<file path="src/rtl/arith_pkg.sv">
// Shared arithmetic-unit definitions: divider state encoding, iteration sizing
// and the field layout of the {remainder, quotient} result word.
package arith_pkg;

  localparam int DIV_WIDTH = 32;

  typedef enum logic [1:0] {
    IDLE = 2'd0,
    RUN  = 2'd1,
    FIX  = 2'd2
  } div_state_e;

  // Two quotient bits retire per cycle, so a count of 1 still needs a 1-bit counter.
  function automatic int div_cnt_w(input int w);
    return (w / 2 > 1) ? $clog2(w / 2) : 1;
  endfunction

  localparam int DIV_ITER  = DIV_WIDTH / 2;
  localparam int DIV_CNT_W = div_cnt_w(DIV_WIDTH);

  localparam int QUO_LSB = 0;
  localparam int REM_LSB = DIV_WIDTH;

endpackage

</file>
<file path="src/rtl/div_seq_if.sv">
// Request/response bundle for the iterative divider; the master issues
// operands, the slave (divider) returns {remainder, quotient}.
interface div_seq_if
  import arith_pkg::*;
#(
  parameter int WIDTH = DIV_WIDTH
) ();

  logic               req_valid;
  logic               req_ready;
  logic               req_signed;
  logic [WIDTH-1:0]   req_in_1;
  logic [WIDTH-1:0]   req_in_2;
  logic               resp_valid;
  logic [2*WIDTH-1:0] resp_result;

  modport master (
    output req_valid, req_signed, req_in_1, req_in_2,
    input  req_ready, resp_valid, resp_result
  );

  modport slave (
    input  req_valid, req_signed, req_in_1, req_in_2,
    output req_ready, resp_valid, resp_result
  );

endinterface

</file>
<file path="src/rtl/div_step.sv">
// One radix-2 restoring step: shift the next dividend bit into the partial
// remainder and subtract the divisor when it fits.
module div_step #(
  parameter int WIDTH = 32
) (
  input  logic [WIDTH:0]   r_in,
  input  logic             bit_in,
  input  logic [WIDTH-1:0] divisor,
  output logic [WIDTH:0]   r_out,
  output logic             q_bit
);

  logic [WIDTH+1:0] shifted;
  logic [WIDTH+1:0] diff;

  // The restoring invariant keeps r_in < divisor, so shifted never needs bit WIDTH+1
  // and diff[WIDTH+1] is a clean borrow flag.
  always_comb begin
    shifted = {r_in, bit_in};
    diff    = shifted - {2'b00, divisor};
    q_bit   = ~diff[WIDTH+1];
    r_out   = q_bit ? diff[WIDTH:0] : shifted[WIDTH:0];
  end

endmodule

</file>
<file path="src/rtl/div_seq.sv">
// Radix-4 iterative divider: two cascaded restoring steps per cycle on operand
// magnitudes, with sign and divide-by-zero fix-up in a final cycle.
//
// state | meaning
// IDLE  | ready for a request; operands captured on req_valid
// RUN   | two quotient bits per cycle, WIDTH/2 cycles
// FIX   | apply signs / divide-by-zero override, publish result
module div_seq
  import arith_pkg::*;
#(
  parameter int WIDTH = DIV_WIDTH
) (
  input logic      clk,
  input logic      reset,
  div_seq_if.slave bus
);

  localparam int ITER  = WIDTH / 2;
  localparam int CNT_W = div_cnt_w(WIDTH);
  localparam logic [CNT_W-1:0] CNT_LAST = CNT_W'(ITER - 1);

  div_state_e         state;
  logic [WIDTH-1:0]   dvd;
  logic [WIDTH-1:0]   dvs;
  logic [WIDTH-1:0]   quo;
  logic [WIDTH-1:0]   raw;
  logic [WIDTH:0]     rem;
  logic [CNT_W-1:0]   cnt;
  logic               neg_q;
  logic               neg_r;
  logic               dz;
  logic               req_ready_q;
  logic               resp_valid_q;
  logic [2*WIDTH-1:0] resp_result_q;

  logic [WIDTH:0]     rem_mid;
  logic [WIDTH:0]     rem_nxt;
  logic               qb_hi;
  logic               qb_lo;

  logic               in1_neg;
  logic               in2_neg;
  logic [WIDTH-1:0]   abs_1;
  logic [WIDTH-1:0]   abs_2;
  logic [WIDTH-1:0]   quo_fix;
  logic [WIDTH-1:0]   rem_fix;

  div_step #(.WIDTH(WIDTH)) u_step_hi (
    .r_in    (rem),
    .bit_in  (dvd[WIDTH-1]),
    .divisor (dvs),
    .r_out   (rem_mid),
    .q_bit   (qb_hi)
  );

  div_step #(.WIDTH(WIDTH)) u_step_lo (
    .r_in    (rem_mid),
    .bit_in  (dvd[WIDTH-2]),
    .divisor (dvs),
    .r_out   (rem_nxt),
    .q_bit   (qb_lo)
  );

  always_comb begin
    in1_neg = bus.req_signed & bus.req_in_1[WIDTH-1];
    in2_neg = bus.req_signed & bus.req_in_2[WIDTH-1];
    abs_1   = in1_neg ? -bus.req_in_1 : bus.req_in_1;
    abs_2   = in2_neg ? -bus.req_in_2 : bus.req_in_2;
  end

  // Divide-by-zero result is fixed regardless of signedness.
  always_comb begin
    quo_fix = neg_q ? -quo : quo;
    rem_fix = neg_r ? -rem[WIDTH-1:0] : rem[WIDTH-1:0];
    if (dz) begin
      quo_fix = '1;
      rem_fix = raw;
    end
  end

  always_ff @(posedge clk or posedge reset) begin
    if (reset) begin
      state         <= IDLE;
      dvd           <= '0;
      dvs           <= '0;
      quo           <= '0;
      raw           <= '0;
      rem           <= '0;
      cnt           <= '0;
      neg_q         <= 1'b0;
      neg_r         <= 1'b0;
      dz            <= 1'b0;
      req_ready_q   <= 1'b1;
      resp_valid_q  <= 1'b0;
      resp_result_q <= '0;
    end else begin
      resp_valid_q <= 1'b0;
      case (state)
        IDLE: begin
          if (bus.req_valid) begin
            state       <= RUN;
            req_ready_q <= 1'b0;
            dvd         <= abs_1;
            dvs         <= abs_2;
            rem         <= '0;
            quo         <= '0;
            neg_q       <= in1_neg ^ in2_neg;
            neg_r       <= in1_neg;
            dz          <= (bus.req_in_2 == '0);
            raw         <= bus.req_in_1;
            cnt         <= CNT_LAST;
          end
        end
        RUN: begin
          rem <= rem_nxt;
          quo <= {quo[WIDTH-3:0], qb_hi, qb_lo};
          dvd <= {dvd[WIDTH-3:0], 2'b00};
          cnt <= cnt - 1'b1;
          if (cnt == '0) state <= FIX;
        end
        FIX: begin
          resp_result_q <= {rem_fix, quo_fix};
          resp_valid_q  <= 1'b1;
          req_ready_q   <= 1'b1;
          state         <= IDLE;
        end
        default: begin
          state       <= IDLE;
          req_ready_q <= 1'b1;
        end
      endcase
    end
  end

  assign bus.req_ready   = req_ready_q;
  assign bus.resp_valid  = resp_valid_q;
  assign bus.resp_result = resp_result_q;

endmodule
</file>
<file path="src/flat_wrapper.sv">
// flat-port wrapper written by rule: the top's interface ports become plain ports
module div_seq_flat import arith_pkg::*;
#(
  parameter int WIDTH = DIV_WIDTH
)
  (clk, reset, bus_req_valid, bus_req_signed, bus_req_in_1, bus_req_in_2, bus_req_ready, bus_resp_valid, bus_resp_result);
  div_seq_if #(.WIDTH(WIDTH)) bus_i ();
  input logic clk;
  input logic reset;
  input wire logic [$bits(bus_i.req_valid)-1:0] bus_req_valid;
  input wire logic [$bits(bus_i.req_signed)-1:0] bus_req_signed;
  input wire logic [$bits(bus_i.req_in_1)-1:0] bus_req_in_1;
  input wire logic [$bits(bus_i.req_in_2)-1:0] bus_req_in_2;
  output wire logic [$bits(bus_i.req_ready)-1:0] bus_req_ready;
  output wire logic [$bits(bus_i.resp_valid)-1:0] bus_resp_valid;
  output wire logic [$bits(bus_i.resp_result)-1:0] bus_resp_result;
  assign bus_i.req_valid = bus_req_valid;
  assign bus_i.req_signed = bus_req_signed;
  assign bus_i.req_in_1 = bus_req_in_1;
  assign bus_i.req_in_2 = bus_req_in_2;
  assign bus_req_ready = bus_i.req_ready;
  assign bus_resp_valid = bus_i.resp_valid;
  assign bus_resp_result = bus_i.resp_result;
  div_seq #(.WIDTH(WIDTH)) u_core (.clk(clk), .reset(reset), .bus(bus_i));
endmodule
</file>
<file path="config.mk">
export PLATFORM = sky130hd
export DESIGN_NAME = div_seq_flat
export DESIGN_NICKNAME = d
export VERILOG_FILES = /design/src/rtl/arith_pkg.sv /design/src/rtl/div_seq_if.sv /design/src/rtl/div_step.sv /design/src/rtl/div_seq.sv /design/src/flat_wrapper.sv
export SDC_FILE = /design/constraint.sdc
export NUM_CORES = 1
export LEC_CHECK = 0
export BUFFER_PORTS_ARGS = -buffer_cell sky130_fd_sc_hd__buf_2
export CAP_MARGIN = 20
export CORE_MARGIN = 10
export CORE_UTILIZATION = 60
export DETAILED_ROUTE_END_ITERATION = 8
export GPL_TIMING_DRIVEN = 0
export PLACE_DENSITY = 0.8
export SYNTH_ARGS = -nofsm -noshare
export SYNTH_HDL_FRONTEND = slang
export SYNTH_SLANG_ARGS = --single-unit
</file>
<file path="constraint.sdc">
create_clock -name clk -period 15.3 [get_ports clk]
set_clock_uncertainty 0.15 [all_clocks]
set_input_delay 3.06 -clock clk [delete_from_list [all_inputs] [get_ports clk]]
set_output_delay 3.06 -clock clk [all_outputs]
set_load 0.005 [all_outputs]
</file>
==> results.cfg, run 1 <==
[synth]
synth_area_leaders = dfrtp_1 (36%), nand2_1 (7.2%), o21ai_0 (5.7%)
synth_cell_type_count = 73
synth-edff-count = 0
synth.yosys.seq_area_share_pct = 36.5
ys_warn_count = 0
ys_async_sr_fraction_pct = 100
synthTopCellsByCount = nand2_1 (312), dfrtp_1 (235), o21ai_0 (186)
netlist_area_um2 = 16200
yosys.area.top_type = dfrtp_1
synthesis.nets = 2117
synth.avg_cell_area_um2 = 8.19
synth_top_area_share_pct = 36.3
synth_seq_cells = 236
synth.most_common_cell = nand2_1
syn_inst = 1978
synthFlopType = dfrtp_1

[setup_path]
worstPathRequired_ns = 15.59
cp-start-kind = register
r2r-start = u_core.rem[13]$_DFFE_PP0P_
worst-path-max-fanout = 10
slowest_stage = a211oi_1
critical-path-top-delay-family = compound AO/OA/AOI/OAI gates
cp_num_buf_inv = 5
crit_arrival_ns = 9.29
r2r_setup_slack_ns = 6.30
r2r_end = u_core.rem[7]$_DFFE_PP0P_
cpPeakStageDelay_ns = 0.87
crit_path_frequent_cell = a21oi_1
rr_worst_depth = 25
critPathKind = reg -> reg
endpoint_kind = register

[place]
pre_cts_ws_ns = 6.60
dpl_cell_area_um2 = 17300
routabilityCongestion = 0.994
dp_hpwl_mm = 42.1
place.port_buffers = 132

[layout]
layout.nets = 2281
fill_cells = 2253
antennaDiodeCount = 0
regArea_um2 = 5910
drive_gt1_share_pct = 10.2
postLayoutCellArea_um2 = 18300
multiInputGateArea_um2 = 9520
syn_to_final_growth_pct = 13.2

[drt]
wire_per_inst_um = 21.7
first_pass_iters = 9
dr.first_iter.drc_count = 1816
drc = 0
vias_per_cell = 6.40
ant_nets = 0
wirelength_mm = 54.2
num_vias = 16020

[floorplanning]
die_y_um = 184
die_area_um2 = 34000
fp.coreArea_um2 = 26700
fp-row-count = 60
io_pins = 134
fp.dieW_um = 184
initial_core_util_pct = 60.6

[cts]
worstSkewPairLatency_ns = 0.57
htreeDepth = 1
cts_buffer_depth = 3
cts_resized = 0
cts.sinks = 236
cts_tree = built
postCtsSetupRepairBufs = 0
hold_buffers = 0
clkTransAtPathRegs_ns = 0.06
root_buffer = clkbuf_16
cts_inserted_buffers = 27

[grt]
grt.total_usage_pct = 31.0
grt_pass1_wl_mm = 83.5
overflow = 0
antenna_found_initial = 1
grt_pass1_vias = 15001
grt_max_degree = 117

[timing]
hold_viol = 0
finalCritPeriodShare_pct = 58.8
finalCriticalPeriod_ns = 9.00
relSlewSlack_pct = 26.6
setup_slack_ns = 6.30
rsz0062_at_grt = false
fmax_ghz = 0.111
setup_viol = 0
fin_setup_tns_ns = 0
slew_viol_final = 0
worst_slew_pin_slew_ns = 1.09

[job]
maxCapViolations = 0

[hold_path]
min-delay-start = u_core.bus.resp_result[0]$_DFFE_PP0P_
holdPathStages = 2
hp-class = reg -> reg
hold_end = u_core.bus.resp_result[0]$_DFFE_PP0P_

[status]
status = completed
==> worst max path at each step <==
stage                                     startpoint                                     to  slack, ns  depth (start not counted)
after floorplan                                reset  u_core.bus.resp_result[0]$_DFFE_PP0P_       5.62                          1
after detailed placement  u_core.rem[13]$_DFFE_PP0P_              u_core.rem[7]$_DFFE_PP0P_       6.60                         24
final                     u_core.rem[13]$_DFFE_PP0P_              u_core.rem[7]$_DFFE_PP0P_       6.30                         25
after global routing      u_core.rem[13]$_DFFE_PP0P_              u_core.rem[7]$_DFFE_PP0P_       6.00                         25
after CTS                 u_core.rem[13]$_DFFE_PP0P_              u_core.rem[7]$_DFFE_PP0P_       6.57                         24
after global placement                         reset             u_core.dvd[20]$_DFFE_PP0P_       3.07                          2
==> kinds of logic (layout without fill, tap and decap cells) <==
kind of cell	count (synthesis)	after routing	share of synthesized area [%]
multiplexers	23	23	1.44
AO/OA/AOI/OAI	621	621	24.3
buffers and inverters	196	381	4.74
adder cells (fa/ha/maj)	71	71	5.58
XOR/XNOR	172	172	9.30
AND/OR/NAND/NOR	659	659	18.2
flip-flops	236	236	36.5
==> layout make-up <==
| type | instances | area share [%] |
|---|---|---|
| Inverter | 83 | 1.74 |
| Clock buffer | 38 | 4.29 |
| Clock inverter | 12 | 1.03 |
| Sequential cell | 236 | 32.2 |
| Tap cell | 341 | 2.33 |
| Multi-Input combinational cell | 1546 | 51.9 |
| Buffer | 113 | 2.49 |
| Timing Repair Buffer | 135 | 3.95 |
==> flip-flops by register name (all words and copies together), names as in the netlist <==
name,count
u_core.dz,1
u_core.raw,32
u_core.neg_r,1
u_core.rem,33
u_core.state,2
u_core.quo,32
u_core.neg_q,1
u_core.dvd,32
u_core.dvs,32
u_core.bus.resp_valid,1
u_core.cnt,4
u_core.bus.resp_result,64
u_core.bus.req_ready,1
==> routing by layer <==
metal | wire length (µm) | vias to the layer above | track usage (%)
met5 | 0 | - | 0
met4 | 2090 | 0 | 11.3
met3 | 5240 | 142 | 6.01
met2 | 24900 | 807 | 50.1
met1 | 22000 | 7647 | 40.4
li1 | - | 7424 | -
==> stage by stage <==
step	std cells	util, %	hold slack [ns]
6_report	2504	68.6	0.319
5_1_grt	2504	68.6	0.351
4_1_cts	2503	68.6	0.323
3_5_place_dp	2453	64.9	0.307
3_3_place_gp	2451	64.7	0.299
2_1_floorplan	1978	-	0.295
==> cell usage in the layout (no fill, tap or decap), types with 50 or more instances in the layout <==
cell type and instances:
xor2_1 99, nor2_1 131, xnor2_1 73, inv_1 80, ha_1 69, dfrtp_1 235
a21oi_1 168, clkbuf_1 86, nor3_1 50, buf_2 143, o21ai_0 186, nand2_1 312
==> worst min-delay path: stages, from the launching register on <==
cell     delay (ns)
dfrtp_1        0.34
nand2_1        0.05
nand2_1        0.05
Power of run 1 is left out: the tool's default activity adds up to more than one toggle a clock period on the data nets, which glitch-free logic cannot reach.
==> inputs of run 2 (changes only) <==
==> constraint.sdc (replaced) <==
create_clock -name clk -period 8.4 [get_ports clk]
set_clock_uncertainty 0.15 [all_clocks]
set_input_delay 1.68 -clock clk [delete_from_list [all_inputs] [get_ports clk]]
set_output_delay 1.68 -clock clk [all_outputs]
set_load 0.005 [all_outputs]
==> results.cfg, run 2 (synthesis results as in run 1) <==
[cts]
root_buffer = clkbuf_16
cts_tree = built
htreeDepth = 1
clkTransAtPathRegs_ns = 0.06
worstSkewPairLatency_ns = 0.58
cts_inserted_buffers = 27
cts.sinks = 236
cts_buffer_depth = 3

[place]
dp_cells = 2453
place.port_buffers = 132
routabilityCongestion = 0.994
dp_hpwl_mm = 42.1
dpl_cell_area_um2 = 17300
pre_cts_ws_ns = -0.296

[layout]
syn_to_final_growth_pct = 13.3
stdcell_count = 2505
layout.nets = 2282
largest_register_ffs = 64
final_core_util_pct = 68.6
mostFrequentLayoutCells = nand2_1 (312), dfrtp_1 (235), o21ai_0 (186), a21oi_1 (168), buf_2 (143)
antennaDiodeCount = 0
postLayoutCellArea_um2 = 18300
drive_gt1_share_pct = 10.4
fill_cells = 2254
final_common_cell = nand2_1

[timing]
worst_slew_pin_slew_ns = 1.07
finalCritPeriodShare_pct = 97.6
relSlewSlack_pct = 27.8
fmax_ghz = 0.122
setup_slack_ns = 0.203
hold_viol = 0
slew_viol_final = 0
rsz0062_at_grt = false
setup_viol = 0
finalCriticalPeriod_ns = 8.20

[grt]
grt_pass1_wl_mm = 83.5
overflow = 0
grt.total_usage_pct = 31.0
grt_max_degree = 117
grt_use_met2_pct = 50.2
top_usage_layer = met2
gr-usage-met1_pct = 40.9
grt_pass1_vias = 14975
grt_use_met3_pct = 5.41
antenna_found_initial = 1

[drt]
dr.first_iter.drc_count = 1590
first_pass_iters = 7
ant_nets = 0
wirelength_mm = 54.4
wire_per_inst_um = 21.7
vias_per_cell = 6.41
drc = 0
num_vias = 16049

[setup_path]
cp-start-kind = register
critical-path-top-delay-family = compound AO/OA/AOI/OAI gates
endpoint_kind = register
critPathKind = reg -> reg
crit_arrival_ns = 8.49
worstPathRequired_ns = 8.69
cp_num_buf_inv = 5
rr_worst_depth = 25
crit_path_frequent_cell = a21oi_1
cp.depth = 25
cpPeakStageDelay_ns = 0.50
slowest_stage = dfrtp_1
worst-path-max-fanout = 10

[floorplanning]
die_y_um = 184
fp-row-count = 60
fp.coreArea_um2 = 26700
die_area_um2 = 34000
fp.dieW_um = 184
initial_core_util_pct = 60.6
io_pins = 134

[hold_path]
hp-class = reg -> reg
holdPathStages = 2

[job]
maxCapViolations = 0

[status]
status = completed
## run 2: cell count changes in the layout (fill, tap and decap cells not counted)
| cell | delta |
|---|---|
| clkbuf_1 | -3 |
| clkbuf_2 | +3 |
| a211oi_1 | -1 |
| a211oi_2 | +1 |
| buf_4 | +1 |
## run 2: final timing paths
| check | start | end | slack, ns |
|---|---|---|---|
| setup / recovery | u_core.rem[5]$_DFFE_PP0P_ | u_core.rem[7]$_DFFE_PP0P_ | 0.20 |
| hold / removal | u_core.bus.resp_result[0]$_DFFE_PP0P_ | u_core.bus.resp_result[0]$_DFFE_PP0P_ | 0.32 |
| setup reg to reg | u_core.rem[5]$_DFFE_PP0P_ | u_core.rem[7]$_DFFE_PP0P_ | 0.20 |
| hold reg to reg | u_core.bus.resp_result[0]$_DFFE_PP0P_ | u_core.bus.resp_result[0]$_DFFE_PP0P_ | 0.32 |
| max in group asynchronous | reset | u_core.bus.req_ready$_DFFE_PP1P_ | 5.90 |
| min in group asynchronous | reset | u_core.dvs[25]$_DFFE_PP0P_ | 0.91 |
## run 2: stage by stage
stage | setup TNS, ns | hold slack, ns
finish | 0 | 0.319
global route | 0 | 0.351
CTS | 0 | 0.323
detailed placement | -2.30 | 0.307
global placement | -572.57 | 0.299
floorplan | 0 | 0.295
## run 2: area by class of cell
cell class,instances,area [µm²],area share (%)
Multi-Input combinational cell,1546,9530,51.9
Timing Repair Buffer,136,731,3.98
Inverter,83,319,1.74
Sequential cell,236,5910,32.2
Clock inverter,12,189,1.03
Clock buffer,38,787,4.29
Tap cell,341,427,2.33
Buffer,113,460,2.51
## run 2: tightest hold or removal path: stages (launching register included)
cell and delay (ns):
dfrtp_1 0.34, nand2_1 0.05, nand2_1 0.05
## run 2: layer usage
layer  share of wire (%)  wire [µm]
met5                   0          0
met4                 4.1       2250
met3                 9.3       5040
met2                  46      24800
met1                  41      22300
## run 2: what timing repair did
action / 4_1_cts / 5_1_grt
hold buffers: 0 / 0
resized for setup: 2 / 4
buffers inserted: 0 / 1
pin swaps: 0 / 1
endpoints found under the setup margin: 24 / 32
Power of run 2 is left out for the same reason.
==> inputs of run 3 (changes only) <==
--- a/config.mk
+++ b/config.mk
@@ -8,10 +8,9 @@
 export BUFFER_PORTS_ARGS = -buffer_cell sky130_fd_sc_hd__buf_2
 export CAP_MARGIN = 20
 export CORE_MARGIN = 10
-export CORE_UTILIZATION = 60
+export CORE_UTILIZATION = 48
 export DETAILED_ROUTE_END_ITERATION = 8
-export GPL_TIMING_DRIVEN = 0
-export PLACE_DENSITY = 0.8
+export PLACE_DENSITY = 0.66
 export SYNTH_ARGS = -nofsm -noshare
 export SYNTH_HDL_FRONTEND = slang
 export SYNTH_SLANG_ARGS = --single-unit
==> results.cfg, run 3 (synthesis results as in run 1) <==
[setup_path]
worst-path-max-fanout = 25
critPathKind = reg -> reg
crit_arrival_ns = 8.12
slowest_stage = nand3_1
crit_path_frequent_cell = a21oi_1
worstPathRequired_ns = 8.67
cp-start-kind = register
endpoint_kind = register
cpPeakStageDelay_ns = 0.71
path_cells = ha_1, nor2b_1, o31a_1, o211ai_1, a211oi_1, mux2_2, nand2_1, o21ai_0, ha_1, a21oi_1, a21oi_1, a211oi_1, a31oi_1, a41oi_1, a21oi_1, a311oi_4, nand3_1, nand2_1, o211ai_1

[timing]
setup_viol = 0
slew_viol_final = 0
rsz0062_at_grt = false
worst_slew_pin_slew_ns = 1.02
finalCriticalPeriod_ns = 7.84
finalCritPeriodShare_pct = 93.4
hold_viol = 0
relSlewSlack_pct = 31.9
fmax_ghz = 0.127
fin_setup_tns_ns = 0

[cts]
clkTransAtPathRegs_ns = 0.06
htreeDepth = 1
cts_tree = built
cts.sinks = 236
cts_buffer_depth = 3
root_buffer = clkbuf_16
postCtsSetupRepairBufs = 0
cts_resized = 0
cts_inserted_buffers = 27
hold_buffers = 0
worstSkewPairLatency_ns = 0.57

[layout]
syn_to_final_growth_pct = 11.8
mostFrequentLayoutCells = nand2_1 (311), dfrtp_1 (234), o21ai_0 (186), a21oi_1 (168), buf_2 (133)
antennaDiodeCount = 0
final_common_cell = nand2_1
drive_gt1_share_pct = 10.9
final_core_util_pct = 54.1
largest_register_ffs = 64
layout.nets = 2185

[drt]
wire_per_inst_um = 20.6
num_vias = 14935
dr.first_iter.drc_count = 1096
ant_nets = 0
first_pass_iters = 5
wirelength_mm = 51.7
drc = 0
vias_per_cell = 5.95

[floorplanning]
die_y_um = 204
die_area_um2 = 41500
fp.dieW_um = 204
io_pins = 134
initial_core_util_pct = 48.4
fp.coreArea_um2 = 33400
fp-row-count = 67

[grt]
grt_pass1_wl_mm = 81.7
grt_max_degree = 102
overflow = 0
grt_pass1_vias = 14553
grt.total_usage_pct = 24.3
antenna_found_initial = 0

[status]
status = completed

[place]
place.port_buffers = 133
routabilityCongestion = 0.926
dp_hpwl_mm = 38.7

[hold_path]
hp-class = reg -> reg

[job]
maxCapViolations = 0
==> run 3: cell count changes in the layout (fill, tap and decap cells not counted), sizes merged <==
cell    delta
clkbuf    -80
clkinv     -4
bufinv     -1
buf       -15
==> run 3: critical path, delay by kind of cell, from the launching register on <==
family | cells | cell delay, ns
fa+ha+maj | 2 | 0.74
compound gates | 12 | 3.91
mux | 1 | 0.46
flops | 1 | 0.51
simple gates | 4 | 1.90
==> run 3: per-stage QoR <==
stage          instances  hold slack, ns  worst slack (ns)  area [µm²]
2_1_floorplan       1978           0.295            0.0970       16200
3_3_place_gp        2462           0.306             0.945       17100
3_5_place_dp        2463           0.313             0.792       17200
4_1_cts             2510           0.327             0.747       18100
5_1_grt             2512           0.347            0.0934       18100
6_report            2512           0.323             0.555       18100
==> run 3: worst paths after layout <==
| kind | start | to | slack [ns] | cells past startpoint |
|---|---|---|---|---|
| worst max-delay path | u_core.rem[0]$_DFFE_PP0P_ | u_core.rem[21]$_DFFE_PP0P_ | 0.56 | 19 |
| max in group asynchronous | reset | u_core.dvs[11]$_DFFE_PP0P_ | 5.52 | 3 |
| min in group asynchronous | reset | u_core.bus.resp_result[52]$_DFFE_PP0P_ | 1.10 | 2 |
| worst max register to register | u_core.rem[0]$_DFFE_PP0P_ | u_core.rem[21]$_DFFE_PP0P_ | 0.56 | 19 |
| worst min-delay path | u_core.bus.resp_result[50]$_DFFE_PP0P_ | u_core.bus.resp_result[50]$_DFFE_PP0P_ | 0.32 | 2 |
| worst min register to register | u_core.bus.resp_result[50]$_DFFE_PP0P_ | u_core.bus.resp_result[50]$_DFFE_PP0P_ | 0.32 | 2 |
==> run 3: area by class of cell <==
type / instances / area, µm²
Multi-Input combinational cell: 1546 / 9560
Fill cell: 3176 / 15300
Timing Repair Buffer: 152 / 848
Tap cell: 448 / 561
Sequential cell: 236 / 5910
Inverter: 83 / 319
Clock inverter: 7 / 128
Clock buffer: 40 / 785
==> run 3: routing by layer <==
metal / vias up / wire length, µm / track usage, %
li1: 7208 / - / -
met1: 7203 / 22800 / 32.3
met2: 432 / 24100 / 39.1
met3: 92 / 3120 / 4.17
met4: 0 / 1660 / 8.53
met5: - / 0 / 0
Power of run 3 is left out for the same reason.
